### src/rtl/arty_axi_dram_guard.sv
// AXI4 guard between the cache and the MIG: calibration gating, outstanding limits, error flags.
// Optional watchdog on stuck responses: define ARTY_DRAM_GUARD_TIMEOUT_EN.
module arty_axi_dram_guard #(
  parameter int addr_width_p      = 28,
  parameter int data_width_p      = 64,
  parameter int id_width_p        = 4,
  parameter int max_outstanding_p = 4,
  parameter int timeout_cycles_p  = 4096
) (
  input  logic                      clk_i,
  input  logic                      reset_n_i,
  input  logic                      calib_done_i,

  input  logic [id_width_p-1:0]     s_axi_awid,
  input  logic [addr_width_p-1:0]   s_axi_awaddr,
  input  logic [7:0]                s_axi_awlen,
  input  logic [2:0]                s_axi_awsize,
  input  logic [1:0]                s_axi_awburst,
  input  logic                      s_axi_awlock,
  input  logic [3:0]                s_axi_awcache,
  input  logic [2:0]                s_axi_awprot,
  input  logic                      s_axi_awvalid,
  output logic                      s_axi_awready,
  input  logic [data_width_p-1:0]   s_axi_wdata,
  input  logic [data_width_p/8-1:0] s_axi_wstrb,
  input  logic                      s_axi_wlast,
  input  logic                      s_axi_wvalid,
  output logic                      s_axi_wready,
  output logic [id_width_p-1:0]     s_axi_bid,
  output logic [1:0]                s_axi_bresp,
  output logic                      s_axi_bvalid,
  input  logic                      s_axi_bready,
  input  logic [id_width_p-1:0]     s_axi_arid,
  input  logic [addr_width_p-1:0]   s_axi_araddr,
  input  logic [7:0]                s_axi_arlen,
  input  logic [2:0]                s_axi_arsize,
  input  logic [1:0]                s_axi_arburst,
  input  logic                      s_axi_arlock,
  input  logic [3:0]                s_axi_arcache,
  input  logic [2:0]                s_axi_arprot,
  input  logic                      s_axi_arvalid,
  output logic                      s_axi_arready,
  output logic [id_width_p-1:0]     s_axi_rid,
  output logic [data_width_p-1:0]   s_axi_rdata,
  output logic [1:0]                s_axi_rresp,
  output logic                      s_axi_rlast,
  output logic                      s_axi_rvalid,
  input  logic                      s_axi_rready,

  output logic [id_width_p-1:0]     m_axi_awid,
  output logic [addr_width_p-1:0]   m_axi_awaddr,
  output logic [7:0]                m_axi_awlen,
  output logic [2:0]                m_axi_awsize,
  output logic [1:0]                m_axi_awburst,
  output logic                      m_axi_awlock,
  output logic [3:0]                m_axi_awcache,
  output logic [2:0]                m_axi_awprot,
  output logic [3:0]                m_axi_awqos,
  output logic                      m_axi_awvalid,
  input  logic                      m_axi_awready,
  output logic [data_width_p-1:0]   m_axi_wdata,
  output logic [data_width_p/8-1:0] m_axi_wstrb,
  output logic                      m_axi_wlast,
  output logic                      m_axi_wvalid,
  input  logic                      m_axi_wready,
  input  logic [id_width_p-1:0]     m_axi_bid,
  input  logic [1:0]                m_axi_bresp,
  input  logic                      m_axi_bvalid,
  output logic                      m_axi_bready,
  output logic [id_width_p-1:0]     m_axi_arid,
  output logic [addr_width_p-1:0]   m_axi_araddr,
  output logic [7:0]                m_axi_arlen,
  output logic [2:0]                m_axi_arsize,
  output logic [1:0]                m_axi_arburst,
  output logic                      m_axi_arlock,
  output logic [3:0]                m_axi_arcache,
  output logic [2:0]                m_axi_arprot,
  output logic [3:0]                m_axi_arqos,
  output logic                      m_axi_arvalid,
  input  logic                      m_axi_arready,
  input  logic [id_width_p-1:0]     m_axi_rid,
  input  logic [data_width_p-1:0]   m_axi_rdata,
  input  logic [1:0]                m_axi_rresp,
  input  logic                      m_axi_rlast,
  input  logic                      m_axi_rvalid,
  output logic                      m_axi_rready,

  output logic                      rd_error_o,
  output logic                      wr_error_o,
  output logic                      timeout_o,
  output logic                      ready_o
);

  localparam int cw_lp = $clog2(max_outstanding_p + 1);
  localparam logic [cw_lp-1:0] max_lp = cw_lp'(max_outstanding_p);
  localparam logic [cw_lp-1:0] one_lp = cw_lp'(1);

  typedef enum logic [1:0] {
    WAIT_CALIB,
    RUN,
    DRAIN
  } state_e;

  state_e           state_q;
  logic [1:0]       sync_q;
  logic             calib_s;
  logic [cw_lp-1:0] wr_cnt_q;
  logic [cw_lp-1:0] rd_cnt_q;
  logic [cw_lp-1:0] wcred_q;

  logic aw_gate, ar_gate;
  logic aw_hs, ar_hs, w_open;
  logic wl_hs, b_hs, r_hs, rl_hs;

  assign m_axi_awid    = s_axi_awid;
  assign m_axi_awaddr  = s_axi_awaddr;
  assign m_axi_awlen   = s_axi_awlen;
  assign m_axi_awsize  = s_axi_awsize;
  assign m_axi_awburst = s_axi_awburst;
  assign m_axi_awlock  = s_axi_awlock;
  assign m_axi_awcache = s_axi_awcache;
  assign m_axi_awprot  = s_axi_awprot;
  assign m_axi_awqos   = 4'd0;
  assign m_axi_wdata   = s_axi_wdata;
  assign m_axi_wstrb   = s_axi_wstrb;
  assign m_axi_wlast   = s_axi_wlast;
  assign s_axi_bid     = m_axi_bid;
  assign s_axi_bresp   = m_axi_bresp;
  assign s_axi_bvalid  = m_axi_bvalid;
  assign m_axi_bready  = s_axi_bready;
  assign m_axi_arid    = s_axi_arid;
  assign m_axi_araddr  = s_axi_araddr;
  assign m_axi_arlen   = s_axi_arlen;
  assign m_axi_arsize  = s_axi_arsize;
  assign m_axi_arburst = s_axi_arburst;
  assign m_axi_arlock  = s_axi_arlock;
  assign m_axi_arcache = s_axi_arcache;
  assign m_axi_arprot  = s_axi_arprot;
  assign m_axi_arqos   = 4'd0;
  assign s_axi_rid     = m_axi_rid;
  assign s_axi_rdata   = m_axi_rdata;
  assign s_axi_rresp   = m_axi_rresp;
  assign s_axi_rlast   = m_axi_rlast;
  assign s_axi_rvalid  = m_axi_rvalid;
  assign m_axi_rready  = s_axi_rready;

  // Address channels open only in RUN and below the outstanding limit
  assign aw_gate = ready_o & (wr_cnt_q < max_lp);
  assign ar_gate = ready_o & (rd_cnt_q < max_lp);

  assign m_axi_awvalid = s_axi_awvalid & aw_gate;
  assign s_axi_awready = m_axi_awready & aw_gate;
  assign m_axi_arvalid = s_axi_arvalid & ar_gate;
  assign s_axi_arready = m_axi_arready & ar_gate;

  assign aw_hs = m_axi_awvalid & m_axi_awready;
  assign ar_hs = m_axi_arvalid & m_axi_arready;

  // W data may only follow an accepted (or same-cycle) AW
  assign w_open       = (wcred_q != '0) | aw_hs;
  assign m_axi_wvalid = s_axi_wvalid & w_open;
  assign s_axi_wready = m_axi_wready & w_open;

  assign wl_hs = m_axi_wvalid & m_axi_wready & s_axi_wlast;
  assign b_hs  = m_axi_bvalid & s_axi_bready;
  assign r_hs  = m_axi_rvalid & s_axi_rready;
  assign rl_hs = r_hs & m_axi_rlast;

  assign calib_s = sync_q[1];

  always_ff @(posedge clk_i or negedge reset_n_i) begin
    if (!reset_n_i) sync_q <= 2'b00;
    else            sync_q <= {sync_q[0], calib_done_i};
  end

  always_ff @(posedge clk_i or negedge reset_n_i) begin
    if (!reset_n_i) begin
      state_q <= WAIT_CALIB;
      ready_o <= 1'b0;
    end else begin
      unique case (state_q)
        WAIT_CALIB: if (calib_s) begin
          state_q <= RUN;
          ready_o <= 1'b1;
        end
        RUN: if (!calib_s) begin
          state_q <= DRAIN;
          ready_o <= 1'b0;
        end
        DRAIN: if (wr_cnt_q == '0 && rd_cnt_q == '0
                   && wcred_q == '0) begin
          state_q <= WAIT_CALIB;
          ready_o <= 1'b0;
        end
        default: begin
          state_q <= WAIT_CALIB;
          ready_o <= 1'b0;
        end
      endcase
    end
  end

  always_ff @(posedge clk_i or negedge reset_n_i) begin
    if (!reset_n_i) begin
      wr_cnt_q <= '0;
      rd_cnt_q <= '0;
      wcred_q  <= '0;
    end else begin
      if (aw_hs && !b_hs)
        wr_cnt_q <= wr_cnt_q + one_lp;
      else if (!aw_hs && b_hs && wr_cnt_q != '0)
        wr_cnt_q <= wr_cnt_q - one_lp;
      if (ar_hs && !rl_hs)
        rd_cnt_q <= rd_cnt_q + one_lp;
      else if (!ar_hs && rl_hs && rd_cnt_q != '0)
        rd_cnt_q <= rd_cnt_q - one_lp;
      if (aw_hs && !wl_hs)
        wcred_q <= wcred_q + one_lp;
      else if (!aw_hs && wl_hs && wcred_q != '0)
        wcred_q <= wcred_q - one_lp;
    end
  end

  always_ff @(posedge clk_i or negedge reset_n_i) begin
    if (!reset_n_i) begin
      wr_error_o <= 1'b0;
      rd_error_o <= 1'b0;
    end else begin
      if (b_hs && m_axi_bresp != 2'b00) wr_error_o <= 1'b1;
      if (r_hs && m_axi_rresp != 2'b00) rd_error_o <= 1'b1;
    end
  end

`ifdef ARTY_DRAM_GUARD_TIMEOUT_EN
  localparam int ww_lp =
    (timeout_cycles_p > 1) ? $clog2(timeout_cycles_p) : 1;
  localparam logic [ww_lp-1:0] wd_max_lp =
    ww_lp'(timeout_cycles_p - 1);

  logic [ww_lp-1:0] wd_q;
  logic             timeout_q;
  logic             busy;

  assign busy = ((wr_cnt_q | rd_cnt_q) != '0) & ~b_hs & ~r_hs;
  assign timeout_o = timeout_q;

  always_ff @(posedge clk_i or negedge reset_n_i) begin
    if (!reset_n_i) begin
      wd_q      <= '0;
      timeout_q <= 1'b0;
    end else begin
      if (wd_q == wd_max_lp) timeout_q <= 1'b1;
      if (!busy)                 wd_q <= '0;
      else if (wd_q != wd_max_lp) wd_q <= wd_q + 1'b1;
    end
  end
`else
  assign timeout_o = 1'b0;
`endif

endmodule
### config.mk
export PLATFORM = sky130hd
export DESIGN_NAME = arty_axi_dram_guard
export DESIGN_NICKNAME = d
export VERILOG_FILES = /design/src/rtl/arty_axi_dram_guard.sv
export SDC_FILE = /design/constraint.sdc
export NUM_CORES = 1
export LEC_CHECK = 0
export CORE_AREA = 5 5 207 209
export CTS_CLUSTER_SIZE = 10
export DETAILED_ROUTE_END_ITERATION = 8
export DIE_AREA = 0 0 212 214
export GPL_TIMING_DRIVEN = 0
export HOLD_SLACK_MARGIN = 0.03
export SETUP_SLACK_MARGIN = 0.02
export SLEW_MARGIN = 30
export SYNTH_ARGS = -nofsm -noshare
export SYNTH_HDL_FRONTEND = slang
export SYNTH_SLANG_ARGS = --single-unit
### constraint.sdc
create_clock -name clk_i -period 4.3 [get_ports clk_i]
set_input_delay 1.075 -clock clk_i [delete_from_list [all_inputs] [get_ports clk_i]]
set_output_delay 1.075 -clock clk_i [all_outputs]
set_load 0.01 [all_outputs]
=== After elaboration in Yosys (flattened, before gate mapping) ===
Index checks and enable logic that the tools add are counted.

* Bitwise gates (word level): 16
* Multiplexer cells: 14
* Add/sub/neg operators: 6
* Reductions and logical operators: 31
* Eq/ne operators: 5
* $lt $le $gt $ge: 2

{| class="wikitable"
|+ Operators with widths
! cell !! count
|-
| 3-bit 2-to-1 mux || 6
|-
| 1-bit bitwise AND || 15
|-
| 1-bit logical AND || 13
|-
| 2-bit nonzero test || 5
|-
| 3-bit by 1-bit adder with 3-bit output, second input constant || 3
|-
| 3-bit zero test || 3
|-
| 3-bit nonzero test || 3
|-
| 3-bit by 1-bit subtractor with 3-bit output, second input constant || 3
|-
| 3-bit < comparator, second input constant || 2
|-
| 2-bit 2-to-1 mux || 3
|-
| 2-bit != test, second input constant || 3
|-
| 2-bit case mux with 3 select lines || 1
|-
| 1-bit zero test || 5
|-
| 1-bit 2-to-1 mux || 3
|-
| 1-bit case mux with 3 select lines || 1
|-
| 3-bit AND reduction || 1
|-
| 2-bit by 1-bit == test with 1-bit output, second input constant || 1
|-
| 2-bit == test, second input constant || 1
|-
| 2-bit zero test || 1
|-
| 1-bit OR || 1
|}

* Output and inout port bits: 278
* Input port bits: 269
* Flip-flop bits (word level): 16

=== Longest topological paths before layout ===
Gate-level depths: netlist of run 1.

* Word-level depth: 12
* Gate-level depth with buffers: 7
* Mapped depth without buffers: 7

=== Worst setup path before layout of run 1 ===
No wires, ideal clock.

* Kind: input-to-output
* Start point: input port m_axi_awready
* End point: output port m_axi_wvalid
* Data required time: 3.225 ns
* Stages on the path: 3
* Arrival time: 1.416 ns
* Setup slack: 1.809 ns
* Cells stage by stage: nand4b_1 > nand2_1 > and2_1

* Cells in the longest elaborated chain, start to end: 3

{| class="wikitable"
|+ Ends and longest elaborated chain
! what !! RTL line !! text
|-
| start: declaration || 60 || <nowiki>input logic m_axi_awready,</nowiki>
|-
| 1-bit bitwise AND || 156 || <nowiki>assign aw_hs = m_axi_awvalid & m_axi_awready;</nowiki>
|-
| 1-bit OR || 160 || <nowiki>assign w_open = (wcred_q != '0) | aw_hs;</nowiki>
|-
| 1-bit bitwise AND || 161 || <nowiki>assign m_axi_wvalid = s_axi_wvalid & w_open;</nowiki>
|-
| end: declaration || 64 || <nowiki>output logic m_axi_wvalid,</nowiki>
|}

No other way between the ends.

=== Worst setup path after layout of run 1 ===
* Start point: input port m_axi_awready
* End point: output port s_axi_wready

* Cells in the longest elaborated chain, start to end: 3

{| class="wikitable"
|+ Ends and longest elaborated chain
! what !! RTL line !! text
|-
| 1-bit bitwise AND || 156 ||
|-
| 1-bit OR || 160 ||
|-
| 1-bit bitwise AND || 162 || <nowiki>assign s_axi_wready = m_axi_wready & w_open;</nowiki>
|-
| end: declaration || 28 || <nowiki>output logic s_axi_wready,</nowiki>
|}

No other way between the ends.

==> flow_metrics.env, run 1 <==
export IMPL_status="completed"
export IMPL_area_growth_pct=126
export IMPL_cts_sinks=15
export IMPL_ys_types=33
export IMPL_num_fill_cells=4490
export IMPL_cp_required_ns=3.22
export IMPL_drt_antenna_violating_nets=0
export IMPL_power_internal_mw=0.793
export IMPL_viasPerCell=2.55
export IMPL_rsz0062_at_grt="false"
export IMPL_synthTopCellsByArea="buf_4 70%, dfrtp_1 13%, fa_1 2.1%"
export IMPL_slew_viol_final=0
export IMPL_combPwrFrac=0.614
export IMPL_synth_area_mm2=0.00289
export IMPL_critPathMaxFanout=3
export IMPL_power_mw=1.19
export IMPL_yosysTopAreaCell="buf_4"
export IMPL_placed_area_mm2=0.00646
export IMPL_hold_buffers=0
export IMPL_first_iter_violations=38
export IMPL_max_freq_mhz=275
export IMPL_stdcell_area_mm2=0.00653
export IMPL_rows=74
export IMPL_post_cts_setup_buffer_count=0
export IMPL_cts_buffers=3
export IMPL_ys_warn_count=0
export IMPL_worst_pin_slew_ns=0.578
export IMPL_fin_skew_ns=0.00168
export IMPL_worstSetupStartpointType="input port"
export IMPL_wl_per_cell_um=12.7
export IMPL_crit_chain="clkdlybuf4s50_1 -> nand4b_1 -> nand2_1 -> and2_1 -> clkdlybuf4s50_1"
export IMPL_crit_path_frequent_cell="clkdlybuf4s50_1"
export IMPL_syn_avg_cell_area_um2=8.16
export IMPL_tritoncts="yes"
export IMPL_ys_flop_type="dfrtp_1"
export IMPL_hold_viol=0
export IMPL_grt_remaining_overflow=0
export IMPL_grt_busiest_layer="met2"
export IMPL_dieWidth_um=212
export IMPL_worstSetupEndpointType="output pin"
export IMPL_criticalPathCategory="in -> out"
export IMPL_setup_viol=0
export IMPL_powerDensity_mw_per_mm2=183
export IMPL_switchingPower_mw=0.401
export IMPL_synth_edf_count=0
export IMPL_maxSlewHeadroom=0.612
export IMPL_slowest_stage="clkdlybuf4s50_1"
export IMPL_max_stage_delay_ns=0.55
export IMPL_fin_nets=926
export IMPL_initial_core_util=0.0711
export IMPL_ctsLongestPathBuffers=2
export IMPL_cp_top_family="buffers and inverters"
export IMPL_grt_antenna_before_repair=1
export IMPL_port_buffers=287
export IMPL_drtPass1Iterations=4
export IMPL_die_h_um=214
export IMPL_seq_power_share=0.218
export IMPL_route_detailed_drc=0
export IMPL_netlist_instances=354
export IMPL_grt_pass1_wl_um=20300
export IMPL_ios=547
export IMPL_cts_root_buf="clkbuf_16"
export IMPL_cts_htree_levels=1
export IMPL_hp_class="reg -> reg"
export IMPL_totalWireLength_um=15000
export IMPL_pre_cts_ws_ns=0.663
export IMPL_grt_usage=0.0588
export IMPL_worstSkewPairLatency_ns=0.26
export IMPL_seq_area_frac_synth=0.130
export IMPL_post_route_period_util=0.844
export IMPL_use_met1=0.0583
export IMPL_fin_ws_ns=0.669
export IMPL_fp_coreArea_mm2=0.0406
export IMPL_setup_tns_ns=0
export IMPL_arrival_ns=2.56
export IMPL_vias=3018
export IMPL_cp_buffers_inverters=2
export IMPL_gp_congestion=0.746
export IMPL_clkPwrFrac=0.169
export IMPL_fin_crit_ns=3.63
export IMPL_cap_violations=0
export IMPL_clkTransAtPathRegs_ns=0.06
export IMPL_p_sw_frac=0.336
export IMPL_dp_hpwl_um=14100
export IMPL_die_area_mm2=0.0454
export IMPL_ys_async_sr_fraction=1.00
export IMPL_post_cts_resized=0
export IMPL_synth_top_area_frac=0.699
export IMPL_synth_seq_cells=15
export IMPL_ir_worst_vdd_mv=0.126
export IMPL_grt_max_degree=16
export IMPL_diodes=0
export IMPL_use_met3=0.0127
export IMPL_cellLeakagePower_nw=2.85
export IMPL_layout_drive_gt1_share=0.427
export IMPL_grt_pass1_vias=3367
export IMPL_use_met2=0.121
-- layout make-up --
type / count / area, µm² / area share
clock inverter: 1 / 5.00 / 0.000766
multi-input combinational: 75 / 507 / 0.0776
buffer: 270 / 2030 / 0.311
timing repair buffer: 287 / 2870 / 0.439
sequential: 15 / 375 / 0.0574
inverter: 2 / 7.51 / 0.00115
clock buffer: 3 / 75.1 / 0.0115
tap: 532 / 666 / 0.102
-- path summary, 6_finish.rpt --
check / startpoint / to / slack [ns] / cells past startpoint
worst min register to register: sync_q[0] / sync_q[1] / 0.36 / 0
min in group asynchronous: reset_n_i / rd_cnt_q[2] / 0.74 / 1
max in group asynchronous: reset_n_i / sync_q[1] / 3.27 / 1
worst max register to register: ready_o / rd_cnt_q[1] / 2.25 / 6
worst min-delay path: sync_q[0] / sync_q[1] / 0.36 / 0
worst max-delay path: m_axi_awready / s_axi_wready / 0.67 / 5
-- kinds of logic after synthesis --
group / after synthesis / synth area share
compound gates: 15 / 0.0351
simple gates: 41 / 0.0827
mux: 5 / 0.0190
buf+inv: 272 / 0.705
fa+ha+maj: 3 / 0.0208
flops: 15 / 0.130
xor+xnor: 2 / 0.00606
other cells: 1 / 0.00130
-- per-layer routing --
metal / up-vias / part of all wire
met1: 1323 / 0.34
met5: - / 0
met3: 9 / 0.095
met4: 0 / 0.011
met2: 258 / 0.56
li1: 1428 / -
-- synth_stat cells (2+ instances only) --
library cell    n
buf_4         269
o211ai_1        2
inv_1           2
mux2i_1         4
xnor2_1         2
nor2_1         11
nand2b_1        3
and2_1          2
nand4b_1        2
and3b_1         4
o21ai_0         5
nand2_1         5
nor2b_1         2
dfrtp_1        15
nand3_1         6
fa_1            3
-- power by group through the flow --
stage / logic, mW / clock network (mW) / registers (mW)
floorplan: 0.399 / 0 / 0.242
global placement: 0.735 / 0 / 0.263
detailed placement: 0.743 / 0 / 0.266
CTS: 0.746 / 0.213 / 0.264
global route: 0.789 / 0.215 / 0.275
finish: 0.733 / 0.201 / 0.260
-- cell usage in the layout, fill, tap and decap left out, types with 3 or more instances in the layout --
cell type,count
nand3_1,6
nand2_1,5
and3b_1,4
clkbuf_16,3
fa_1,3
buf_4,269
nor2_1,11
conb_1,9
mux2i_1,4
clkdlybuf4s50_1,286
o21ai_0,5
dfrtp_1,15
nand2b_1,3
-- sequential cells by signal, indices dropped and copies added, names as in the netlist --
signal,count
rd_error_o,1
wr_cnt_q,3
wcred_q,3
state_q,1
wr_error_o,1
rd_cnt_q,3
ready_o,1
sync_q,2
-- stage by stage --
| step | utilization | hold slack [ns] | cells |
|---|---|---|---|
| after floorplan | - | 0.331 | 362 |
| after global placement | 0.159 | 0.339 | 1181 |
| after detailed placement | 0.159 | 0.345 | 1181 |
| after CTS | 0.161 | 0.353 | 1185 |
| after global routing | 0.161 | 0.377 | 1185 |
| final | 0.161 | 0.356 | 1185 |
-- worst register-to-register path: stages (launching register included) --
cell      delay [ns]
dfrtp_1         0.57
nand4b_1        0.24
nor2b_1         0.26
inv_1           0.08
fa_1            0.47
o221ai_1        0.19
o21ai_0         0.11
Note: power is estimated with default switching activity, not from simulation.
==> inputs of run 2 (changes only) <==
- CORE_AREA: 5 5 207 209 -> 5 5 211 213
- DIE_AREA: 0 0 212 214 -> 0 0 216 218
- clock period: 4.3 -> 3.71 ns (I/O delays scaled with it)
==> run 2 against run 1 <==
Sequential power increased by 17%. Die area rose by 3.8%. Critical endpoint unchanged. Core utilization fell by 0.66 points. Hold slack gained 0.0030 ns. Clock power up 13%. Worst setup slack got worse by 0.47 ns. Cell area grew 0.27%. Clock-buffer cell count unchanged.
==> flow_metrics.env, run 2 (same netlist as run 1, synthesis figures left out) <==
export IMPL_reg_top3="rd_cnt_q (3), wcred_q (3), wr_cnt_q (3)"
export IMPL_grt_max_degree=16
export IMPL_slowest_stage="clkdlybuf4s50_1"
export IMPL_initial_core_util=0.0680
export IMPL_post_cts_setup_buffer_count=0
export IMPL_viasPerCell=2.52
export IMPL_fp_coreArea_mm2=0.0425
export IMPL_gp_congestion=0.733
export IMPL_hold_viol=0
export IMPL_clkTransAtPathRegs_ns=0.06
export IMPL_post_cts_resized=0
export IMPL_cts_root_buf="clkbuf_16"
export IMPL_fin_skew_ns=0.00295
export IMPL_tritoncts="yes"
export IMPL_cap_violations=0
export IMPL_ir_worst_vdd_mv=0.105
export IMPL_grt_pass1_wl_um=19400
export IMPL_layout_drive_gt1_share=0.427
export IMPL_max_stage_delay_ns=0.56
export IMPL_critPathMaxFanout=3
export IMPL_port_buffers=287
export IMPL_worstSetupEndpointType="output pin"
export IMPL_dieWidth_um=216
export IMPL_cellLeakagePower_nw=2.85
export IMPL_final_common_cell="clkdlybuf4s50_1"
export IMPL_worstSetupStartpointType="input port"
export IMPL_dpl_cell_count=1195
export IMPL_hold_buffers=0
export IMPL_criticalPathCategory="in -> out"
export IMPL_fin_nets=926
export IMPL_arrival_ns=2.58
export IMPL_cts_sinks=15
export IMPL_wl_per_cell_um=12.3
export IMPL_rows=76
export IMPL_setup_viol=0
export IMPL_hp_class="reg -> reg"
export IMPL_post_route_period_util=0.946
export IMPL_placed_area_mm2=0.00648
export IMPL_instances_no_fill=1199
export IMPL_worstSkewPairLatency_ns=0.25
export IMPL_ctsLongestPathBuffers=2
export IMPL_worst_r2r_startpoint="ready_o"
export IMPL_first_iter_violations=54
export IMPL_die_h_um=218
export IMPL_cp_required_ns=2.78
export IMPL_cts_buffers=3
export IMPL_min_from="sync_q[0]"
export IMPL_r2r_cells=6
export IMPL_grt_antenna_before_repair=0
export IMPL_slew_viol_final=0
export IMPL_hold_path_depth=0
export IMPL_status="completed"
export IMPL_grt_usage=0.0535
export IMPL_drtPass1Iterations=4
export IMPL_worst_hold_slack_ns=0.359
export IMPL_grt_pass1_vias=3254
export IMPL_setup_tns_ns=0
export IMPL_route_detailed_drc=0
export IMPL_dp_hpwl_um=13800
export IMPL_crit_path_frequent_cell="clkdlybuf4s50_1"
export IMPL_crit_chain="clkdlybuf4s50_1 -> nand4b_1 -> nand2_1 -> and2_1 -> clkdlybuf4s50_1"
export IMPL_diodes=0
export IMPL_die_area_mm2=0.0471
export IMPL_max_freq_mhz=285
export IMPL_maxSlewHeadroom=0.609
export IMPL_stdcell_area_mm2=0.00655
export IMPL_rrSetupSlack_ns=1.62
export IMPL_rsz0062_at_grt="false"
export IMPL_ios=547
export IMPL_grt_remaining_overflow=0
export IMPL_drt_antenna_violating_nets=0
export IMPL_r2r_end="rd_cnt_q[1]"
export IMPL_layout_common_cells="286 x clkdlybuf4s50_1, 269 x buf_4, 15 x dfrtp_1"
export IMPL_vias=3020
export IMPL_holdPathEnd="sync_q[1]"
export IMPL_area_growth_pct=127
export IMPL_totalWireLength_um=14800
export IMPL_fin_crit_ns=3.51
export IMPL_worst_pin_slew_ns=0.582
export IMPL_powerDensity_mw_per_mm2=211
export IMPL_cts_htree_levels=1
export IMPL_power_mw=1.38
==> run 2: cell counts in the layout (fill, tap and decap cells not counted) <==
Identical to the previous run, type by type.
==> run 2: worst max-delay path by stage <==
stage / startpoint / endpoint / slack (ns)
6_report: m_axi_awready / s_axi_wready / 0.20
3_5_place_dp: m_axi_awready / s_axi_wready / 0.16
4_1_cts: m_axi_awready / s_axi_wready / 0.14
5_1_grt: s_axi_awvalid / s_axi_wready / 0.11
2_1_floorplan: m_axi_rvalid / rd_cnt_q[1] / 1.47
3_3_place_gp: m_axi_awready / s_axi_wready / 0.15
==> run 2: layout make-up <==
| cell class | instances | area [µm²] |
|---|---|---|
| inverters | 2 | 7.51 |
| flip-flops and latches | 15 | 375 |
| well taps | 546 | 683 |
| clock inverters | 1 | 5.00 |
| multi-input cells | 75 | 507 |
| repair buffers | 287 | 2870 |
| plain buffers | 270 | 2030 |
| clock buffers | 3 | 75.1 |
| fillers | 4667 | 36000 |
==> run 2: worst max-delay path: cells and delay by family <==
family / cells / cell delay [ns]
buffers and inverters: 2 / 1.06
and+or+nand+nor: 3 / 0.60
==> run 2: metrics by stage <==
step	utilization	setup WS, ns
detailed placement	0.152	0.162
CTS	0.154	0.143
floorplan	-	1.47
finish	0.154	0.202
global placement	0.152	0.149
global route	0.154	0.110
==> run 2: where the power goes <==
group          switching, mW  total [mW]  internal [mW]
logic                  0.296       0.854          0.558
registers             0.0864       0.303          0.217
clock network         0.0822       0.227          0.145
==> run 2: metal layers <==
metal | wire [µm] | share of wire | global-route usage
met2 | 8000 | 0.54 | 0.103
met3 | 1690 | 0.11 | 0.0200
met5 | 0 | 0 | 0
met4 | 133 | 0.0090 | 0.00933
met1 | 4920 | 0.33 | 0.0559
